## config.mk

```make
export PLATFORM = sky130hd
export DESIGN_NAME = inst_prefetch_buffer
export DESIGN_NICKNAME = d
export VERILOG_FILES = /design/src/rtl/inst_prefetch_buffer.sv
export SDC_FILE = /design/constraint.sdc
export NUM_CORES = 1
export LEC_CHECK = 0
export ABC_AREA = 1
export BUFFER_PORTS_ARGS = -buffer_cell sky130_fd_sc_hd__buf_2
export CORE_MARGIN = 2
export CORE_UTILIZATION = 40
export DETAILED_ROUTE_END_ITERATION = 8
export PLACE_DENSITY = 0.62
export SYNTH_ARGS = -nofsm -noshare
export SYNTH_HDL_FRONTEND = slang
export SYNTH_SLANG_ARGS = --single-unit
```

## constraint.sdc

```tcl
create_clock -name clk -period 11.1 [get_ports clk]
set_input_delay 1.665 -clock clk [delete_from_list [all_inputs] [get_ports clk]]
set_output_delay 1.665 -clock clk [all_outputs]
set_load 0.005 [all_outputs]
```

## src/rtl/inst_prefetch_buffer.sv

```systemverilog
// In-order instruction prefetch queue between imem and F/D.
// Issues sequential fetches, buffers {pc, inst}, flushes on redirect.
module inst_prefetch_buffer #(
  parameter int          DEPTH    = 4,
  parameter logic [31:0] RESET_PC = 32'h0000_0000
) (
  input  logic        clk,
  input  logic        reset,
  input  logic        redirect,
  input  logic [31:0] redirect_pc,
  output logic        imem_req_valid,
  input  logic        imem_req_ready,
  output logic [31:0] imem_req_addr,
  input  logic        imem_rsp_valid,
  input  logic [31:0] imem_rsp_data,
  output logic        out_valid,
  input  logic        out_ready,
  output logic [31:0] out_pc,
  output logic [31:0] out_inst
);

  localparam int PW = $clog2(DEPTH);
  localparam int CW = PW + 1;
  localparam logic [CW:0] DEPTH_W = (CW+1)'(DEPTH);
  localparam logic [31:0] NOP = 32'h0000_0013;

  logic [31:0]   fetch_pc;
  logic [31:0]   resp_pc;
  logic [63:0]   mem [DEPTH];
  logic [PW-1:0] rd_ptr;
  logic [PW-1:0] wr_ptr;
  logic [CW-1:0] count;
  logic [CW-1:0] outstanding;
  logic [CW-1:0] drop_cnt;

  logic [CW:0]   inflight;
  logic          req_fire;
  logic          rsp_ok;
  logic          push;
  logic          pop;
  logic [63:0]   head;
  logic [31:0]   aligned_pc;
  logic          unused_pc_bits;

  assign unused_pc_bits = ^redirect_pc[1:0];
  assign aligned_pc = {redirect_pc[31:2], 2'b00};

  // Buffered entries plus in-flight fetches may never exceed DEPTH,
  // so every response always has a free slot waiting for it.
  assign inflight = {1'b0, count} + {1'b0, outstanding};

  assign imem_req_valid = reset & ~redirect & (inflight < DEPTH_W);
  assign imem_req_addr  = fetch_pc;
  assign req_fire       = imem_req_valid & imem_req_ready;

  // A response with nothing outstanding is ignored.
  assign rsp_ok = imem_rsp_valid & (outstanding != '0);
  assign push   = rsp_ok & (drop_cnt == '0) & ~redirect;

  assign out_valid = (count != '0) & ~redirect;
  assign pop       = out_valid & out_ready;

  assign head     = mem[rd_ptr];
  assign out_pc   = out_valid ? head[63:32] : 32'h0;
  assign out_inst = out_valid ? head[31:0]  : NOP;

  // Fetch and response PC tracking; redirect restarts both.
  always_ff @(posedge clk or negedge reset) begin
    if (!reset) begin
      fetch_pc <= RESET_PC;
      resp_pc  <= RESET_PC;
    end else if (redirect) begin
      fetch_pc <= aligned_pc;
      resp_pc  <= aligned_pc;
    end else begin
      if (req_fire) fetch_pc <= fetch_pc + 32'd4;
      if (push)     resp_pc  <= resp_pc + 32'd4;
    end
  end

  // Occupancy, pointers and in-flight bookkeeping.
  always_ff @(posedge clk or negedge reset) begin
    if (!reset) begin
      rd_ptr      <= '0;
      wr_ptr      <= '0;
      count       <= '0;
      outstanding <= '0;
      drop_cnt    <= '0;
    end else if (redirect) begin
      rd_ptr      <= '0;
      wr_ptr      <= '0;
      count       <= '0;
      outstanding <= outstanding - CW'(rsp_ok);
      drop_cnt    <= outstanding - CW'(rsp_ok);
    end else begin
      if (push) wr_ptr <= wr_ptr + PW'(1);
      if (pop)  rd_ptr <= rd_ptr + PW'(1);
      count       <= count + CW'(push) - CW'(pop);
      outstanding <= outstanding + CW'(req_fire) - CW'(rsp_ok);
      if (rsp_ok && drop_cnt != '0)
        drop_cnt <= drop_cnt - CW'(1);
    end
  end

  // Entry storage; contents only matter while counted valid.
  always_ff @(posedge clk) begin
    if (push) mem[wr_ptr] <= {resp_pc, imem_rsp_data};
  end

endmodule
```

==> flow_summary_export.csv, run 1 <==
group,metric,value,unit
status,status,"completed",
setup_path,crit_slowest_cell,"buf_4",
setup_path,startpoint_type,"input port",
die,die_w,195,µm
sta,worst_slew_pin_slew,1060,ps
cells_and_area,final_layout_size_suffix_gt1_frac,0.153,
cells_and_area,nNetsFinal,1723,
setup_path,crit_path_start,"redirect",
clock_tree,cts_buffers,35,
flow_run,max_cap_viol_count,0,
die,die_area,0.0382,mm²
synthesis,synth.cell_area,0.0146,mm²
synthesis,netlist_instances,1494,
drt,routed_wl,36100,µm
power,switching_share,0.324,
clock_tree,cts_sinks,321,
sta,rsz0062_at_grt,"no",
power,p_sw,1.11,mW
drt,ant_nets,0,
power,clkPwrFrac,0.329,
clock_tree,htreeDepth,2,
placed_design,dp.cells,2066,
synthesis,ys_types,37,
drt,viasPerCell,5.17,
setup_path,crit_type,"input port to primary output",
synthesis,ys_ff_latch,321,
sta,max_freq,0.169,GHz
clock_tree,ctsRootBufferMaster,"clkbuf_16",
power,p_comb_frac,0.221,
setup_path,crit_arrival,4260,ps
sta,hold_violations,0,
sta,fin_ws,5170,ps
setup_path,path_delay_family,"buffers and inverters",
placed_design,hpwlAfterDp,21900,µm
cells_and_area,fin_cells,2132,
drt,vias,11029,
sta,drv_slew,0,
die,ios,168,
power,internal_power,2.33,mW
drt,dr.pass1.iters,7,
synthesis,yosysTopAreaCellShare,0.509,
placed_design,port_buffers,161,
drt,wire_per_inst,16.9,µm
setup_path,crit_chain,"buf_2 > buf_4 > inv_2 > nand2_2 > buf_4 > inv_1 > o311ai_0 > buf_2",
global_routing,grt_max_degree,89,
setup_path,path_buf_inv,6,
global_routing,antenna_found_initial,1,
placed_design,post-place-ws,5160,ps
clock_tree,cts_hold_buf,0,
clock_tree,clock_latency,530,ps
power,power_density,203,mW/mm²
worst_hold_path,min_path_type,"flip-flop to flip-flop",
setup_path,worstReg2RegStart,"drop_cnt[0]",
clock_tree,cts_max_path_buffers,3,
die,core_area,0.0363,mm²
clock_tree,post-cts-setup-buffer-count,0,
global_routing,grt_pass1_wl,57400,µm
sta,fin_tns_setup,0,ps
clock_tree,cts_tree,"built",
setup_path,crit_fanout,61,
synthesis,syn_area_per_cell,9.80,µm²
global_routing,track_usage,0.190,
worst_hold_path,hold_start,"imem_req_addr[21]",
global_routing,grt_pass1_vias,10581,
die,rows,70,
sta,relSlewSlack,0.293,
global_routing,grt-ovfl-total,0,
sta,min_period_over_period,0.534,
power,leakage,6.70,nW
sta,finalCriticalPeriod,5930,ps
power,seq_power_share,0.450,
sta,setup_viol,0,
power,ir_drop,0.118,mV
synthesis,synth_top_area_cell,"edfxtp_1",
clock_tree,clkSlewWorstSetupHoldPaths,60,ps
setup_path,max_stage_delay,690,ps
clock_tree,cts.repair.resized,0,
die,initial_utilization,0.403,
synthesis,yosysWarnings,0,
placed_design,finalWeightedCongestion,0.875,
cells_and_area,syn_to_final_growth,15.7,%
setup_path,required,9440,ps
sta,skew,12.2,ps
synthesis,synth_area_leaders,"edfxtp_1, dfrtp_1, nor2_1",
drt,drc,0,
drt,drtIter0Drc,774,
die,chipHeight,195,µm
setup_path,end_kind,"primary output",
synthesis,yosysSeqAreaShare,0.633,
## tightest hold or removal path: cells and delay by family, from the launching register on
kind | cells | cell delay, ps
DFF | 1 | 410
and+or+nand+nor | 2 | 140
## cells by family (layout without fill, tap and decap cells)
family	after synthesis	after routing	synth area share
AO/OA/AOI/OAI	273	273	0.0978
XOR/XNOR	12	12	0.00718
adder cells (fa/ha/maj)	18	18	0.0164
buffers and inverters	161	326	0.0473
flip-flops	321	321	0.633
other	1	6	0.000256
AND/OR/NAND/NOR	708	708	0.198
## cells in the final DEF, fill, tap and decap left out, types with 5 or more instances in the layout
master,count
a21oi_1,99
buf_2,160
buf_4,12
clkbuf_1,10
clkbuf_16,36
clkinv_2,9
dfrtp_1,71
edfxtp_1,248
ha_1,16
inv_1,85
nand2_1,230
nand3_1,104
nor2_1,333
nor2_2,7
nor2_4,7
nor3_1,11
o211ai_1,11
o21ai_0,148
xnor2_1,5
xor2_1,7
## state kept, by name, indices dropped and copies added, names as in the netlist
register,count
outstanding,3
rd_ptr,2
mem,248
drop_cnt,3
imem_req_addr,30
count,3
resp_pc,30
wr_ptr,2
## metal layers
metal,vias to the layer above,track usage,routed length [µm],share of wire
met3,59,0.0318,2150,0.059
met2,339,0.307,16500,0.46
met1,5277,0.267,16700,0.46
li1,5352,-,-,-
met4,2,0.0475,770,0.021
met5,-,0,12,0.00033
## area by class of cell
cell class | count | area [µm²]
inverters | 90 | 340
fillers | 3394 | 19400
flip-flops and latches | 321 | 9280
clock buffers | 47 | 952
well taps | 468 | 586
clock inverters | 17 | 166
multi-input cells | 1015 | 4720
repair buffers | 172 | 891
diodes | 2 | 5.00
## power by group through the flow
stage | Combinational (mW) | Clock [mW] | Sequential (mW)
2_1_floorplan | 0.535 | 0 | 1.51
3_3_place_gp | 0.750 | 0 | 1.56
3_5_place_dp | 0.769 | 0 | 1.57
4_1_cts | 0.773 | 1.16 | 1.55
5_1_grt | 0.874 | 1.21 | 1.56
6_report | 0.762 | 1.13 | 1.55
## per-stage QoR
step	power (mW)	util	hold slack (ps)	area, µm²
after floorplan	2.05	-	502	14700
after global placement	2.31	0.435	558	15800
after detailed placement	2.34	0.435	567	15800
after CTS	3.48	0.466	583	16900
after global routing	3.64	0.466	605	16900
final	3.44	0.466	586	16900
## cells in the mapped netlist
cell and instances:
nand4_1 3, a31oi_1 4, clkinv_2 1, inv_1 85
xor2_1 7, nor2_2 7, o211ai_1 11, nor3_2 2
o21a_1 1, nor2_4 3, nor3_1 11, nand3b_1 1
o21ai_0 148, nand2_2 2, nand2_1 231, dfrtp_1 73
a21oi_1 99, conb_1 1, clkbuf_1 27, nand3_1 104
buf_4 7, fa_1 2, nor2_1 337, o21bai_1 4
buf_1 8, o311ai_0 3, buf_6 4, a22oi_1 2
or2_2 4, nand3_2 2, o21ai_2 1, edfxtp_1 248
xnor2_1 5, and2_1 1, buf_2 25, inv_2 4
ha_1 16
## final timing paths
check	to	slack, ps	cells after the start
max	out_inst[4]	5170	8
min reg2reg	imem_req_addr[21]	590	2
min	imem_req_addr[21]	590	2
max in group asynchronous	rd_ptr[0]	9020	2
min in group asynchronous	imem_req_addr[12]	1110	1
max reg2reg	mem[3][62]	7890	9
(Power assumes the default switching activity.)
==> run 2, diff against run 1 <==
Clock period 11.1 ns to 5.8 ns, I/O delays scaled along.
==> flow_summary_export.csv, run 2 (synthesized netlist as in run 1, its figures left out) <==
group,metric,value,unit
global_routing,antenna_found_initial,1,
setup_path,worstReg2RegStart,"drop_cnt[0]",
placed_design,post-place-ws,1890,ps
sta,worst_slew_pin_slew,930,ps
clock_tree,post-cts-setup-buffer-count,0,
status,status,"completed",
cells_and_area,final_common_cell,"nor2_1",
setup_path,reg2reg_slack,2650,ps
clock_tree,cts_max_path_buffers,3,
power,total_power,6.59,mW
clock_tree,cts.repair.resized,0,
setup_path,required,4930,ps
setup_path,end_kind,"primary output",
setup_path,crit_slowest_cell,"dfrtp_4",
drt,drc,0,
cells_and_area,largest-register,"mem",
drt,wire_per_inst,16.9,µm
die,chipHeight,195,µm
cells_and_area,largest_reg_flops,248,
cells_and_area,final_cell_mix,"nor2_1, edfxtp_1, nand2_1, buf_2, o21ai_0",
die,rows,70,
global_routing,grt_max_degree,81,
sta,holdWs,290,ps
drt,viasPerCell,5.13,
global_routing,grt_pass1_vias,10409,
setup_path,timing.rr.end,"mem[0][63]",
placed_design,port_buffers,161,
die,initial_utilization,0.403,
drt,routed_wl,36200,µm
clock_tree,ctsRootBufferMaster,"clkbuf_16",
setup_path,crit_type,"flip-flop to primary output",
setup_path,path_delay_family,"buffers and inverters",
flow_run,max_cap_viol_count,0,
clock_tree,cts_hold_buf,0,
sta,drv_slew,0,
die,core_area,0.0363,mm²
sta,fin_tns_setup,0,ps
worst_hold_path,min_path_type,"input port to asynchronous set/reset pin",
die,die_w,195,µm
die,die_area,0.0382,mm²
clock_tree,clkSlewWorstSetupHoldPaths,60,ps
setup_path,crit_fanout,80,
sta,max_freq,0.231,GHz
drt,dr.pass1.iters,5,
power,leakage,6.71,nW
setup_path,crit_chain,"inv_2 > buf_4 > o21ai_0 > a21oi_1 > buf_2",
drt,vias,10952,
power,ir_drop,0.183,mV
setup_path,startpoint_type,"flip-flop",
sta,finalCriticalPeriod,4330,ps
sta,skew,23.0,ps
clock_tree,cts_sinks,321,
cells_and_area,nNetsFinal,1727,
clock_tree,cts_tree,"built",
setup_path,path_buf_inv,3,
global_routing,grt-ovfl-total,0,
clock_tree,htreeDepth,2,
sta,setup_viol,0,
placed_design,finalWeightedCongestion,0.885,
setup_path,ff2ff_path_depth,9,
cells_and_area,syn_to_final_growth,16.0,%
clock_tree,clock_latency,520,ps
global_routing,grt_pass1_wl,57000,µm
sta,rsz0062_at_grt,"no",
drt,drtIter0Drc,658,
sta,hold_violations,0,
setup_path,crit_arrival,3460,ps
sta,fin_ws,1470,ps
global_routing,track_usage,0.189,
die,ios,168,
setup_path,max_stage_delay,750,ps
drt,ant_nets,0,
placed_design,hpwlAfterDp,22500,µm
power,power_density,388,mW/mm²
sta,min_period_over_period,0.747,
cells_and_area,final_layout_size_suffix_gt1_frac,0.154,
clock_tree,cts_buffers,35,
sta,relSlewSlack,0.378,
-- run 2: cell count changes in the layout (fill, tap and decap cells not counted) --
cell	previous run	this run
clkinv_1	4	8
diode_2	2	4
buf_12	0	1
clkbuf_16	36	35
buf_4	12	15
inv_16	2	0
clkbuf_8	1	0
clkbuf_1	10	6
clkinv_8	0	2
clkinvlp_4	1	2
inv_2	3	4
clkinv_2	9	6
inv_6	1	0
bufinv_16	2	4
-- run 2: per-layer routing --
| metal | track usage | up-vias | share of wire |
|---|---|---|---|
| met5 | 0 | - | 0 |
| met4 | 0.0520 | 0 | 0.021 |
| met3 | 0.0314 | 48 | 0.059 |
| met2 | 0.298 | 332 | 0.45 |
| met1 | 0.271 | 5211 | 0.47 |
| li1 | - | 5361 | - |
-- run 2: through the flow --
step           cell area [µm²]   util  cells
6_report                 17000  0.467   2136
5_1_grt                  17000  0.467   2132
4_1_cts                  17000  0.467   2132
3_5_place_dp             15900  0.436   2070
3_3_place_gp             15900  0.436   2070
2_1_floorplan            14700      -   1497
-- run 2: layout make-up --
| type | instances | area (µm²) |
|---|---|---|
| timing repair buffer | 176 | 933 |
| multi-input combinational | 1015 | 4720 |
| clock inverter | 21 | 223 |
| tap | 468 | 586 |
| clock buffer | 41 | 898 |
| fill | 3436 | 19400 |
| sequential | 321 | 9280 |
| antenna | 4 | 10.0 |
| inverter | 90 | 339 |
-- run 2: power by group --
group          internal [mW]  total, mW  switching (mW)
clock network           1.29       2.17           0.876
registers               2.70       2.98           0.284
logic                  0.497       1.44           0.946
-- run 2: worst max path at each step --
stage | from | to | depth (start not counted)
finish | rd_ptr[0] | out_pc[15] | 5
CTS | rd_ptr[0] | out_pc[11] | 5
global placement | redirect | outstanding[2] | 14
floorplan | redirect | mem[0][0] | 4
global route | rd_ptr[0] | out_pc[15] | 5
detailed placement | redirect | outstanding[2] | 14
